File: config.mk
export PLATFORM = sky130hd
export DESIGN_NAME = mem_reader
export DESIGN_NICKNAME = d
export VERILOG_FILES = /design/src/rtl/mem_reader.sv
export SDC_FILE = /design/constraint.sdc
export NUM_CORES = 1
export LEC_CHECK = 0
export CAP_MARGIN = 0
export CELL_PAD_IN_SITES_DETAIL_PLACEMENT = 1
export CELL_PAD_IN_SITES_GLOBAL_PLACEMENT = 1
export CORE_MARGIN = 5
export CORE_UTILIZATION = 34
export DETAILED_ROUTE_END_ITERATION = 8
export GPL_TIMING_DRIVEN = 0
export PLACE_DENSITY = 0.82
export SETUP_SLACK_MARGIN = 0.3
export SKIP_CTS_REPAIR_TIMING = 1
export SYNTH_ARGS = -nofsm -noshare
export SYNTH_HDL_FRONTEND = slang
export SYNTH_SLANG_ARGS = --single-unit
File: constraint.sdc
create_clock -name clk -period 2.63 [get_ports clk]
set_input_delay 0.3945 -clock clk [delete_from_list [all_inputs] [get_ports clk]]
set_output_delay 0.3945 -clock clk [all_outputs]
set_load 0.1 [all_outputs]
File: src/rtl/mem_reader.sv
// mem_reader: vector load stage. On start it issues NoOfElem sequential
// single-word BRAM reads from a latched base address. The returned words are
// gathered into one packed vector, and completion is flagged with a
// one-cycle RDdone pulse.
module mem_reader #(
  parameter int NoOfElem    = 16,
  parameter int wordSize    = 32,
  parameter int memDepth    = 9,
  parameter int readLatency = 1
) (
  input  logic                               clk,
  input  logic                               RESET,
  input  logic                               start,
  input  logic [memDepth-1:0]                baseAddr,
  input  logic [wordSize-1:0]                dataInBRAM,
  output logic [memDepth-1:0]                readAddrBRAM,
  output logic                               readEN,
  output logic [NoOfElem-1:0][wordSize-1:0]  dataOut,
  output logic                               busy,
  output logic                               RDdone
);

  localparam int IW = $clog2(NoOfElem);
  localparam int CW = IW + 1;

  localparam logic [1:0] IDLE  = 2'd0;
  localparam logic [1:0] ISSUE = 2'd1;
  localparam logic [1:0] DRAIN = 2'd2;
  localparam logic [1:0] DONE  = 2'd3;

  logic [1:0]          state;
  logic [CW-1:0]       issueCnt;
  logic [memDepth-1:0] baseReg;
  logic [IW-1:0]       readIdx;

  logic                pipeValid [readLatency];
  logic [IW-1:0]       pipeIdx   [readLatency];

  logic                tailValid;
  logic [IW-1:0]       tailIdx;
  logic                lastCapture;

  assign tailValid   = pipeValid[readLatency-1];
  assign tailIdx     = pipeIdx[readLatency-1];
  assign lastCapture = tailValid && (tailIdx == IW'(NoOfElem - 1));

  assign busy   = (state != IDLE);
  assign RDdone = (state == DONE);

  // Control FSM and registered read port. The read for element 0 is presented
  // on the accepting edge itself, so the counter starts at 1 there. The
  // counter MSB then means "all reads issued".
  always_ff @(posedge clk) begin
    if (RESET) begin
      state        <= IDLE;
      issueCnt     <= '0;
      baseReg      <= '0;
      readIdx      <= '0;
      readEN       <= 1'b0;
      readAddrBRAM <= '0;
    end else begin
      case (state)
        IDLE, DONE: begin
          if (start) begin
            baseReg      <= baseAddr;
            readAddrBRAM <= baseAddr;
            readIdx      <= '0;
            readEN       <= 1'b1;
            issueCnt     <= CW'(1);
            state        <= ISSUE;
          end else begin
            readEN <= 1'b0;
            state  <= IDLE;
          end
        end
        ISSUE: begin
          if (issueCnt[CW-1]) begin
            readEN <= 1'b0;
            state  <= DRAIN;
          end else begin
            readEN       <= 1'b1;
            readAddrBRAM <= baseReg + memDepth'(issueCnt[IW-1:0]);
            readIdx      <= issueCnt[IW-1:0];
            issueCnt     <= issueCnt + CW'(1);
          end
        end
        DRAIN: begin
          if (lastCapture) begin
            state <= DONE;
          end
        end
        default: state <= IDLE;
      endcase
    end
  end

  // Tracks (valid, element index) for each read until its data returns.
  always_ff @(posedge clk) begin
    if (RESET) begin
      for (int i = 0; i < readLatency; i++) begin
        pipeValid[i] <= 1'b0;
        pipeIdx[i]   <= '0;
      end
    end else begin
      pipeValid[0] <= readEN;
      pipeIdx[0]   <= readIdx;
      for (int i = 1; i < readLatency; i++) begin
        pipeValid[i] <= pipeValid[i-1];
        pipeIdx[i]   <= pipeIdx[i-1];
      end
    end
  end

  // Writes each returning word into its slot. Other slots keep their contents.
  always_ff @(posedge clk) begin
    if (RESET) begin
      dataOut <= '0;
    end else if (tailValid) begin
      dataOut[tailIdx] <= dataInBRAM;
    end
  end

endmodule

### After elaboration in Yosys (flattened, before gate mapping)

Memories as Yosys holds them, arrays and structs flattened.
Cells that the tools add are included.

| storage, ports and cells | value |
|---|---|
| register bits | 542 |
| memories | 2 |
| word-level logic and storage cells | 75 |
| memory bits (writable) | 5 |

Memory list:

| name | words | width | read ports | clocked after Yosys merged registers in | write ports | line | RTL |
|---|---|---|---|---|---|---|---|
| pipeIdx | 1 | 4 | 1 | 0 | 1 | 37 | `logic [IW-1:0] pipeIdx [readLatency];` |
| pipeValid | 1 | 1 | 1 | 0 | 1 | 36 | `logic pipeValid [readLatency];` |

| cells by class | value |
|---|---|
| $lt $le $gt $ge | 2 |
| muxes and demuxes | 26 |
| $add $sub $neg | 2 |
| equal/unequal tests | 8 |
| reduce and logical (&&, ||, !) cells | 12 |

Operators with widths:

| cell | count |
|---|---|
| $bwmux W512 | 1 |
| $demux W32 S4 | 1 |
| $mux W32 | 1 |
| $mux W9 | 2 |
| $pmux W9 S2 | 1 |
| $mux W4 | 3 |
| $mux W5 | 2 |
| $pmux W5 S2 | 1 |
| $add A9 B4 Y9 | 1 |
| $mux W1 | 9 |
| $ne A2 B2 Y1 const B | 4 |
| $pmux W4 S2 | 1 |
| $pmux W2 S3 | 1 |
| $reduce_and A2 Y1 | 3 |
| $add A5 B1 Y5 const B | 1 |
| $lt A4 B5 Y1 const B | 1 |
| $eq A2 B2 Y1 const B | 2 |
| $eq A4 B4 Y1 const B | 1 |
| $ge A4 B1 Y1 const B | 1 |
| $mux W2 | 2 |
| $reduce_bool A2 Y1 | 2 |
| $reduce_or A4 Y1 | 1 |
| $reduce_and A3 Y1 | 1 |
| $eq A2 B1 Y1 const B | 1 |
| 5 further kinds | 6 |

### Logic depth before layout (Yosys ltp)

Gate-level depths: netlist (run 1).
An unclocked memory read counts as a cell.

| logic depth | value |
|---|---|
| depth in word-level cells | 6 |
| mapped depth | 8 |
| mapped depth without buffers | 8 |

### Worst setup path after synthesis (run 1)

No wires, ideal clock.

| path | value |
|---|---|
| path kind | register to register |
| start | reg issueCnt[0] |
| end | reg readAddrBRAM[8] |
| data arrival time | 1.968 ns |
| cell stages (with the launch flop) | 9 |
| required time | 2.556 ns |
| setup slack | 0.587 ns |
| path through | dfxtp_1 > ha_1 > inv_1 > fa_1 > nand2b_1 > a2111oi_0 > xor2_1 > nand3_1 > a31oi_1 |

| between the ends | value |
|---|---|
| longest elaborated chain between the ends | 3 |

Ends and longest elaborated chain:

| element | line | RTL |
|---|---|---|
| start: declaration | 32 | `logic [CW-1:0] issueCnt;` |
| start signal: assignment | 84 | `issueCnt <= issueCnt + CW'(1);` |
| $add A9 B4 Y9 | 82 | `readAddrBRAM <= baseReg + memDepth'(issueCnt[IW-1:0]);` |
| $mux W9 | 77 | `if (issueCnt[CW-1]) begin` |
| $pmux W9 S2 | 62 | `case (state)` |
| end signal: assignment | 66 | `readAddrBRAM <= baseAddr;` |
| end signal: assignment | 82 |  |
| end: declaration | 16 | `output logic [memDepth-1:0] readAddrBRAM,` |

Every way passes these cells. The select of a mux whose other input is x is not followed.
A chain may end at the register's enable or synchronous reset.

### Final worst setup path (run 1)

| path | value |
|---|---|
| start | reg state[1] |
| end | out busy |

| between the ends | value |
|---|---|
| longest elaborated chain between the ends | 1 |

Ends and longest elaborated chain:

| element | line | RTL |
|---|---|---|
| start: declaration | 31 | `logic [1:0] state;` |
| start signal: assignment | 55 | `state <= IDLE;` |
| start signal: assignment | 70 | `state <= ISSUE;` |
| start signal: assignment | 73 | `state <= IDLE;` |
| $reduce_bool A2 Y1 | 47 | `assign busy = (state != IDLE);` |
| end: declaration | 19 | `output logic busy,` |

Every way passes these cells.

==> metrics.md, run 1 <==
| Metric | Value |
|---|---|
| Pre-antenna DRT Iters | 5 |
| Count of state elements after synthesis | 547 |
| Layout Nets | 3158 |
| Die width | 249 µm |
| Detailed-route wire length per cell | ~26 µm |
| Post-detailed-route count of antenna-violating nets | 0 |
| Highest cell delay on the worst timing path | ~0.74 ns |
| Bufs on Longest Clock Path | 3 |
| Number of global-route vias before repair | 21400 |
| Syn nets | roughly 2600 |
| Die Ht | between 200 and 250 µm |
| RSZ-0062 raised after global routing | yes |
| CP dominant cell by count | sky130_fd_sc_hd__inv_1 |
| Global-route usage over all layers | between 20% and 30% |
| Standard cell area after detailed placement | 0.0258 mm² |
| EDFF count, synth | 0 |
| Met2 track demand over resource | ~50% |
| Crit path capture type | output pin |
| Library cell used as clock root buffer | sky130_fd_sc_hd__clkbuf_16 |
| Worst path required time | between 2 and 2.5 ns |
| Async S/R FF share, synth | 0% |
| Clock Skew | about 0.037 ns |
| Number of antenna violations at the first check in global routing | 1 |
| Simple-Gate Fraction of Synth Area | around 23% |
| CP Launch Type | flip-flop |
| Netlist area before placement | between 0.015 and 0.02 mm² |
| Area enclosed by the die boundary | 0.0622 mm² |
| FILL cells | 6654 |
| Count of input and output buffers | between 500 and 600 |
| Highest achievable clock rate | between 400 and 500 MHz |
| Clock input transition at the sequential cells of the worst setup and hold paths | 0.06 ns |
| Top cell type's share of synthesized area | a little under three fifths |
| Area added between synthesis and finish | 50.1% |
| Primary FF master, synth | sky130_fd_sc_hd__dfxtp_1 |
| Per-instance average area after synthesis | a little under 8 µm² |
| TritonCTS clock tree | done |
| Sum of overflow across all layers after global routing | 0 |
| Critical-path maximum fanout | 5 |
| Number of placement rows | 87 |
| Classification of the worst setup path | reg2out |
| Cell with the largest stage delay on the worst path | sky130_fd_sc_hd__dlymetal6s2s_1 |
| I/O Pins | 568 |
| Arrival @ worst endpoint | between 2 and 2.5 ns |
| P_sw | roughly 0.0058 W |
| Area of the core region | approximately 0.057 mm² |
| Path type of the worst min-delay path | in2reg |
| Commonest non-fill, non-tap cells in the layout | sky130_fd_sc_hd__nand2_1, sky130_fd_sc_hd__dfxtp_1, sky130_fd_sc_hd__a21oi_1, sky130_fd_sc_hd__dlymetal6s2s_1, sky130_fd_sc_hd__clkbuf_1 |
| Cell-by-cell listing of the critical path | inv_1 > ha_2 > inv_1 > dlymetal6s2s_1 |
| Routed wire length | between 100000 and 150000 µm |
| Largest vdd supply drop | 0.000538 V |
| Post-Syn Instances | around 2500 |
| HPWL after DPL | roughly 71000 µm |
| Number of vias per cell | roughly 5.3 |
| Initial Utilization | 34.4% |
| CTS buffer count | 57 |
| Result of the run | complete, no violations |
| Reg2Reg Setup Slack | ~0.38 ns |
| Clock sink total | approximately 550 |
| Top cell family by delay on the critical path | buffers and inverters |
| Clk Latency, worst-skew pair | between 0.6 and 0.7 ns |
| Met3 usage in global routing | between 7 and 8% |
| Total of endpoints with negative setup slack in the final report | 0 |
| Final hold violations | 0 |
| Starting DRC count in detailed routing | around 1300 |
| Slew @ Worst Pin | 1.16 ns |
| Largest net degree at the start of global routing | 16 |
| Internal power | about 0.014 W |
| Post-synthesis compound-gate area fraction | approximately 15% |
| Final count of pins violating max slew | 0 |
| Routability Congestion | 0.889 |
| Part of the power in combinational logic | a little over an eighth |
| Unique masters post-synth | 42 |
| Final worst-path cycle share | a little over nine tenths |
| Syn. warnings | 0 |
| Top cells by area in the synthesized netlist | sky130_fd_sc_hd__dfxtp_1, sky130_fd_sc_hd__nand2_1, sky130_fd_sc_hd__a21oi_1, sky130_fd_sc_hd__clkbuf_1, sky130_fd_sc_hd__buf_2 |
| Sequential element share of the synthesized area | 56.2% |
| H-tree depth | 2 |
| Power density over the cells | 692 mW/mm² |
| Static power due to leakage | roughly 19 nW |
| Number of antenna diodes | 0 |
| Sw Ratio | roughly 29% |
| Vias | about 21000 |
| Flop pwr share | about 42% |
| Min Tclk post-route | about 2.5 ns |
| Number of maximum-capacitance constraint violations | 0 |
| Commonest non-fill, non-tap cell in the layout | sky130_fd_sc_hd__nand2_1 |
| Slew margin rel. | 22.3% |
| Met1 Resource Use GR | between 30% and 40% |
| Post-Layout Inst Area | around 0.029 mm² |
| Total negative slack | 0 ns |
| Post-synthesis adder-cell area fraction | less than 1% |
| Share of power burned in the clock network | around 45% |
| Share of layout cells above drive strength 1 | approximately 5.5% |
| Mux contribution to synthesized area | less than 1% |
| Total DRC errors in the routed layout | 0 |
| Busiest layer in global routing | met2 |
| Combined buffer and inverter count along the critical path | 3 |
| First-pass GRT wire length | 139000 µm |
| Fraction of synthesized cell area in xor and xnor cells | less than 1% |
| Cell taking the most area after synthesis | sky130_fd_sc_hd__dfxtp_1 |
| Combinational family with the most area after synthesis | simple AND/OR/NAND/NOR gates |
==> sequential cells by signal, summed over array words and instances (netlist names), 2 cells and up <==
signal        cells
dataOut         512
baseReg           9
readAddrBRAM      9
issueCnt          5
pipeIdx           4
readIdx           4
state             2
==> worst paths after layout <==
kind | from | to | cells past startpoint
hold reg to reg | dataOut[47] | dataOut[47] | 2
setup reg to reg | pipeIdx[0][0] | dataOut[446] | 6
hold / removal | dataInBRAM[31] | dataOut[479] | 3
setup / recovery | state[1] | busy | 4
==> metal layers <==
metal,vias to the layer above,part of all wire [%]
met3,300,7.4
met2,916,48
met5,-,0
li1,9220,-
met4,0,6.3
met1,10300,39
==> cell families after synthesis <==
logic type / after synthesis
simple gates: 1142
buf+inv: 237
xor+xnor: 7
mux: 3
flops: 547
compound gates: 562
fa+ha+maj: 11
==> layout make-up <==
type	count	area, µm²	area share (%)
multi-input combinational	1725	7590	26.0
inverter	9	33.8	0.116
timing repair buffer	535	6670	22.8
sequential	547	11000	37.4
tap	756	946	3.23
clock buffer	82	1700	5.82
buffer	228	960	3.28
clock inverter	24	389	1.33
==> power by group through the flow <==
stage               registers, W  logic [W]  clock network (W)
floorplan                0.00952   0.000959                  0
global placement         0.00875    0.00249                  0
detailed placement       0.00876    0.00255                  0
CTS                      0.00858    0.00257            0.00908
global route             0.00859    0.00275            0.00940
finish                   0.00858    0.00263            0.00902
==> cell usage after synthesis, drive strengths merged (2+ instances only) <==
library cell / count
o21ai: 6
clkbuf: 173
nand2b: 4
a31oi: 3
nor4b: 2
and3: 3
a211oi: 5
ha: 10
nor3: 7
nor2b: 9
a21oi: 538
mux2i: 3
xor2: 6
buf: 55
a21o: 2
nand3: 15
nor3b: 2
inv: 8
nand2: 1067
nor2: 29
o211ai: 2
or2: 2
dfxtp: 547
==> through the flow <==
| stage | worst slack, ns | hold slack [ns] | power (W) | util [%] | instances |
|---|---|---|---|---|---|
| finish | 0.132 | 0.142 | 0.0202 | 51.7 | 3906 |
| global placement | -0.197 | 0.441 | 0.0112 | 45.5 | 3799 |
| floorplan | 0.587 | 0.427 | 0.0105 | - | 2509 |
| CTS | -0.341 | 0.123 | 0.0202 | 49.2 | 3905 |
| global route | 0.0265 | 0.156 | 0.0207 | 51.7 | 3906 |
| detailed placement | -0.265 | 0.448 | 0.0113 | 45.5 | 3799 |
==> worst register-to-register path: stages, from the launching register on <==
cell and delay (ns):
sky130_fd_sc_hd__dfxtp_1 0.44, sky130_fd_sc_hd__nand2_1 0.11, sky130_fd_sc_hd__nor2_1 0.27, sky130_fd_sc_hd__nand3_1 0.63, sky130_fd_sc_hd__clkbuf_1 0.43, sky130_fd_sc_hd__nand2_1 0.16
sky130_fd_sc_hd__a21oi_1 0.07
Power figures use the tool's default switching activity.
==> inputs of run 2 (changes only) <==
- clock period: 2.63 -> 2.3 ns (I/O delays scaled with it)
==> run 2 against run 1 <==
Worst setup slack better by 0.0097 ns. Final cell count hardly changed. Critical path depth is 4 higher. Flip-flop and latch count stayed put. Via count is 2.3% lower. Clock power is 4.5% higher. Wire length is 5.3% lower. Die area stayed put. Hold slack better by 0.012 ns. Utilization is 4.6 points lower. Total power is 9.4% higher. Non-clock buffer count stayed put. Critical path type is now reg2reg. Largest power group is now sequential cells.
==> metrics.md, run 2 (synthesized netlist as in run 1, its figures left out) <==
| Metric | Value |
|---|---|
| Result of the run | complete, no violations (unchanged) |
| I/O Pins | 568 (unchanged) |
| Layout Nets | 3159 (was 3158) |
| Number of global-route vias before repair | 21300 (was 21400) |
| Vias | 20300 (was 20800) |
| Flop pwr share | 44.3% (was 42.4%) |
| Starting DRC count in detailed routing | 1080 (was 1274) |
| Sw Ratio | 29.0% (was 28.8%) |
| Sum of overflow across all layers after global routing | 0 (unchanged) |
| Final worst-path cycle share | between 90 and 100% |
| Routed wire length | 95300 µm (was 101000 µm) |
| Routability Congestion | 0.880 (was 0.889) |
| First-pass GRT wire length | 136000 µm (was 139000 µm) |
| Path type of the worst min-delay path | in2reg (unchanged) |
| Worst path required time | 2.83 ns (was 2.24 ns) |
| FILL cells | 7006 (was 6654) |
| Bufs on Longest Clock Path | 3 (unchanged) |
| CP Launch Type | flip-flop (unchanged) |
| Number of antenna diodes | 0 (unchanged) |
| Critical-path maximum fanout | 5 (unchanged) |
| Standard cell area after detailed placement | 0.0258 mm² (about the same) |
| Share of power burned in the clock network | 42.6% (was 44.6%) |
| Top register by number of flip-flops | dataOut (unchanged) |
| Clk Latency, worst-skew pair | 0.61 ns (was 0.63 ns) |
| H-tree depth | 2 (unchanged) |
| Highest achievable clock rate | 463 MHz |
| Total of endpoints with negative setup slack in the final report | 0 (unchanged) |
| Die width | 249 µm (unchanged) |
| CTS buffer count | 58 (was 57) |
| Global-route usage over all layers | 28.6% (was 29.2%) |
| Met2 track demand over resource | 48.5% (was 49.8%) |
| Arrival @ worst endpoint | 2.69 ns (was 2.10 ns) |
| Post-detailed-route count of antenna-violating nets | 0 (unchanged) |
| Busiest layer in global routing | met2 (unchanged) |
| Share of layout cells above drive strength 1 | 15.7% (was 5.46%) |
| Number of antenna violations at the first check in global routing | 0 (was 1) |
| Total DRC errors in the routed layout | 0 (unchanged) |
| Post-Layout Inst Area | 0.0267 mm² (was 0.0292 mm²) |
| Library cell used as clock root buffer | sky130_fd_sc_hd__clkbuf_16 (unchanged) |
| Area of the core region | 0.0566 mm² (unchanged) |
| Detailed-route wire length per cell | 24.4 µm (was 25.7 µm) |
| Area enclosed by the die boundary | 0.0622 mm² (unchanged) |
| Internal power | 0.0157 W (was 0.0144 W) |
| Static power due to leakage | 13.2 nW (was 18.9 nW) |
| Number of vias per cell | 5.19 (was 5.31) |
| Clock input transition at the sequential cells of the worst setup and hold paths | 0.06 ns (about the same) |
| P_sw | 0.00643 W (was 0.00583 W) |
| Classification of the worst setup path | reg2reg (was reg2out) |
| Part of the power in combinational logic | 13.1% (was 13.0%) |
| Slew margin rel. | 24.5% (was 22.3%) |
| Count of input and output buffers | 534 (unchanged) |
| Commonest non-fill, non-tap cells in the layout | sky130_fd_sc_hd__nand2_1, sky130_fd_sc_hd__dfxtp_1, sky130_fd_sc_hd__a21oi_1, sky130_fd_sc_hd__clkbuf_2, sky130_fd_sc_hd__dlymetal6s2s_1 (was sky130_fd_sc_hd__nand2_1, sky130_fd_sc_hd__dfxtp_1, sky130_fd_sc_hd__a21oi_1, sky130_fd_sc_hd__dlymetal6s2s_1, sky130_fd_sc_hd__clkbuf_1) |
| Number of maximum-capacitance constraint violations | 0 (unchanged) |
| TritonCTS clock tree | done (unchanged) |
| Met3 usage in global routing | 8.77% (was 7.70%) |
| Largest vdd supply drop | 0.000566 V (was 0.000538 V) |
| Final count of pins violating max slew | 0 (unchanged) |
| Clock Skew | 0.0160 ns (was 0.0366 ns) |
| Area added between synthesis and finish | 36.8% (was 50.1%) |
| End-of-flow core utilization | 47.1% (was 51.7%) |
| Commonest non-fill, non-tap cell in the layout | sky130_fd_sc_hd__nand2_1 (unchanged) |
| Met1 Resource Use GR | 33.1% (was 34.1%) |
| Largest net degree at the start of global routing | 15 (was 16) |
| Slew @ Worst Pin | 1.13 ns (was 1.16 ns) |
| Final hold violations | 0 (unchanged) |
| Power density over the cells | 831 mW/mm² (was 692 mW/mm²) |
| Initial Utilization | 34.4% (unchanged) |
| RSZ-0062 raised after global routing | yes (unchanged) |
| Pre-antenna DRT Iters | 4 (was 5) |
| Max reg flops | 512 (unchanged) |
| HPWL after DPL | 70200 µm (was 71000 µm) |
| Top flop regs | dataOut x512, baseReg x9, readAddrBRAM x9 (unchanged) |
| Min Tclk post-route | 2.16 ns |
| Die Ht | 249 µm (unchanged) |
| Number of placement rows | 87 (unchanged) |
| Clock sink total | 547 (unchanged) |
| Crit path capture type | flip-flop (was output pin) |
## run 2: cell types whose count changed in the layout (fill, tap and decap cells not counted), moves of 2 or more
cell / delta
sky130_fd_sc_hd__bufinv_16: -5
sky130_fd_sc_hd__clkbuf_1: +5
sky130_fd_sc_hd__clkbuf_2: +325
sky130_fd_sc_hd__clkbuf_8: -6
sky130_fd_sc_hd__clkinv_2: +7
sky130_fd_sc_hd__clkinvlp_4: -2
sky130_fd_sc_hd__dlymetal6s2s_1: -323
sky130_fd_sc_hd__inv_6: +2
## run 2: area by class of cell
type,count,area (µm²),area share (%)
Sequential cell,547,11000,41.1
Multi-Input combinational cell,1725,7610,28.6
Timing Repair Buffer,535,4250,15.9
Clock buffer,84,1670,6.27
Buffer,228,963,3.61
Tap cell,756,946,3.55
Clock inverter,23,231,0.868
Inverter,9,33.8,0.127
## run 2: final timing paths
path                  startpoint               to  slack [ns]  depth (start not counted)
setup / recovery     issueCnt[0]  readAddrBRAM[8]        0.14                          8
hold / removal    dataInBRAM[14]     dataOut[462]        0.15                          3
setup reg to reg     issueCnt[0]  readAddrBRAM[8]        0.14                          8
hold reg to reg     dataOut[300]     dataOut[300]        0.45                          2
## run 2: routing by layer
metal	vias to the layer above	wire [µm]	share of wire, %
li1	9207	-	-
met5	-	0	0
met3	256	7220	7.6
met1	10000	37500	39
met4	0	5650	5.9
met2	768	44900	47
## run 2: stage by stage
step / power, W / hold WS (ns) / cells / setup TNS, ns / setup slack [ns]
finish: 0.0221 / 0.154 / 3907 / 0 / 0.142
global route: 0.0228 / 0.147 / 3907 / 0 / 0.0517
CTS: 0.0223 / 0.117 / 3906 / -107.91 / -0.610
detailed placement: 0.0129 / 0.448 / 3799 / -54.47 / -0.573
global placement: 0.0129 / 0.441 / 3799 / -46.57 / -0.497
floorplan: 0.0120 / 0.427 / 2509 / 0 / 0.304
## run 2: worst max-delay path, stage by stage (launching register included)
cell and delay [ns]:
sky130_fd_sc_hd__dfxtp_2 0.38, sky130_fd_sc_hd__ha_1 0.22, sky130_fd_sc_hd__inv_1 0.07, sky130_fd_sc_hd__fa_1 0.40
sky130_fd_sc_hd__nand2b_1 0.22, sky130_fd_sc_hd__a2111oi_4 0.35, sky130_fd_sc_hd__xor2_1 0.19, sky130_fd_sc_hd__nand3_1 0.10
sky130_fd_sc_hd__a31oi_1 0.16
## run 2: power by group through the flow
stage	logic, W	registers (W)	clock network, W
6_report	0.00290	0.00981	0.00943
5_1_grt	0.00304	0.00983	0.00997
4_1_cts	0.00292	0.00981	0.00955
3_5_place_dp	0.00291	0.0100	0
3_3_place_gp	0.00285	0.0100	0
2_1_floorplan	0.00110	0.0109	0
==> inputs of run 3 (changes only) <==
- CTS_CLUSTER_DIAMETER: default -> 100
==> results of run 3 <==
Final layout, timing and power as in run 2 (identical DEF).
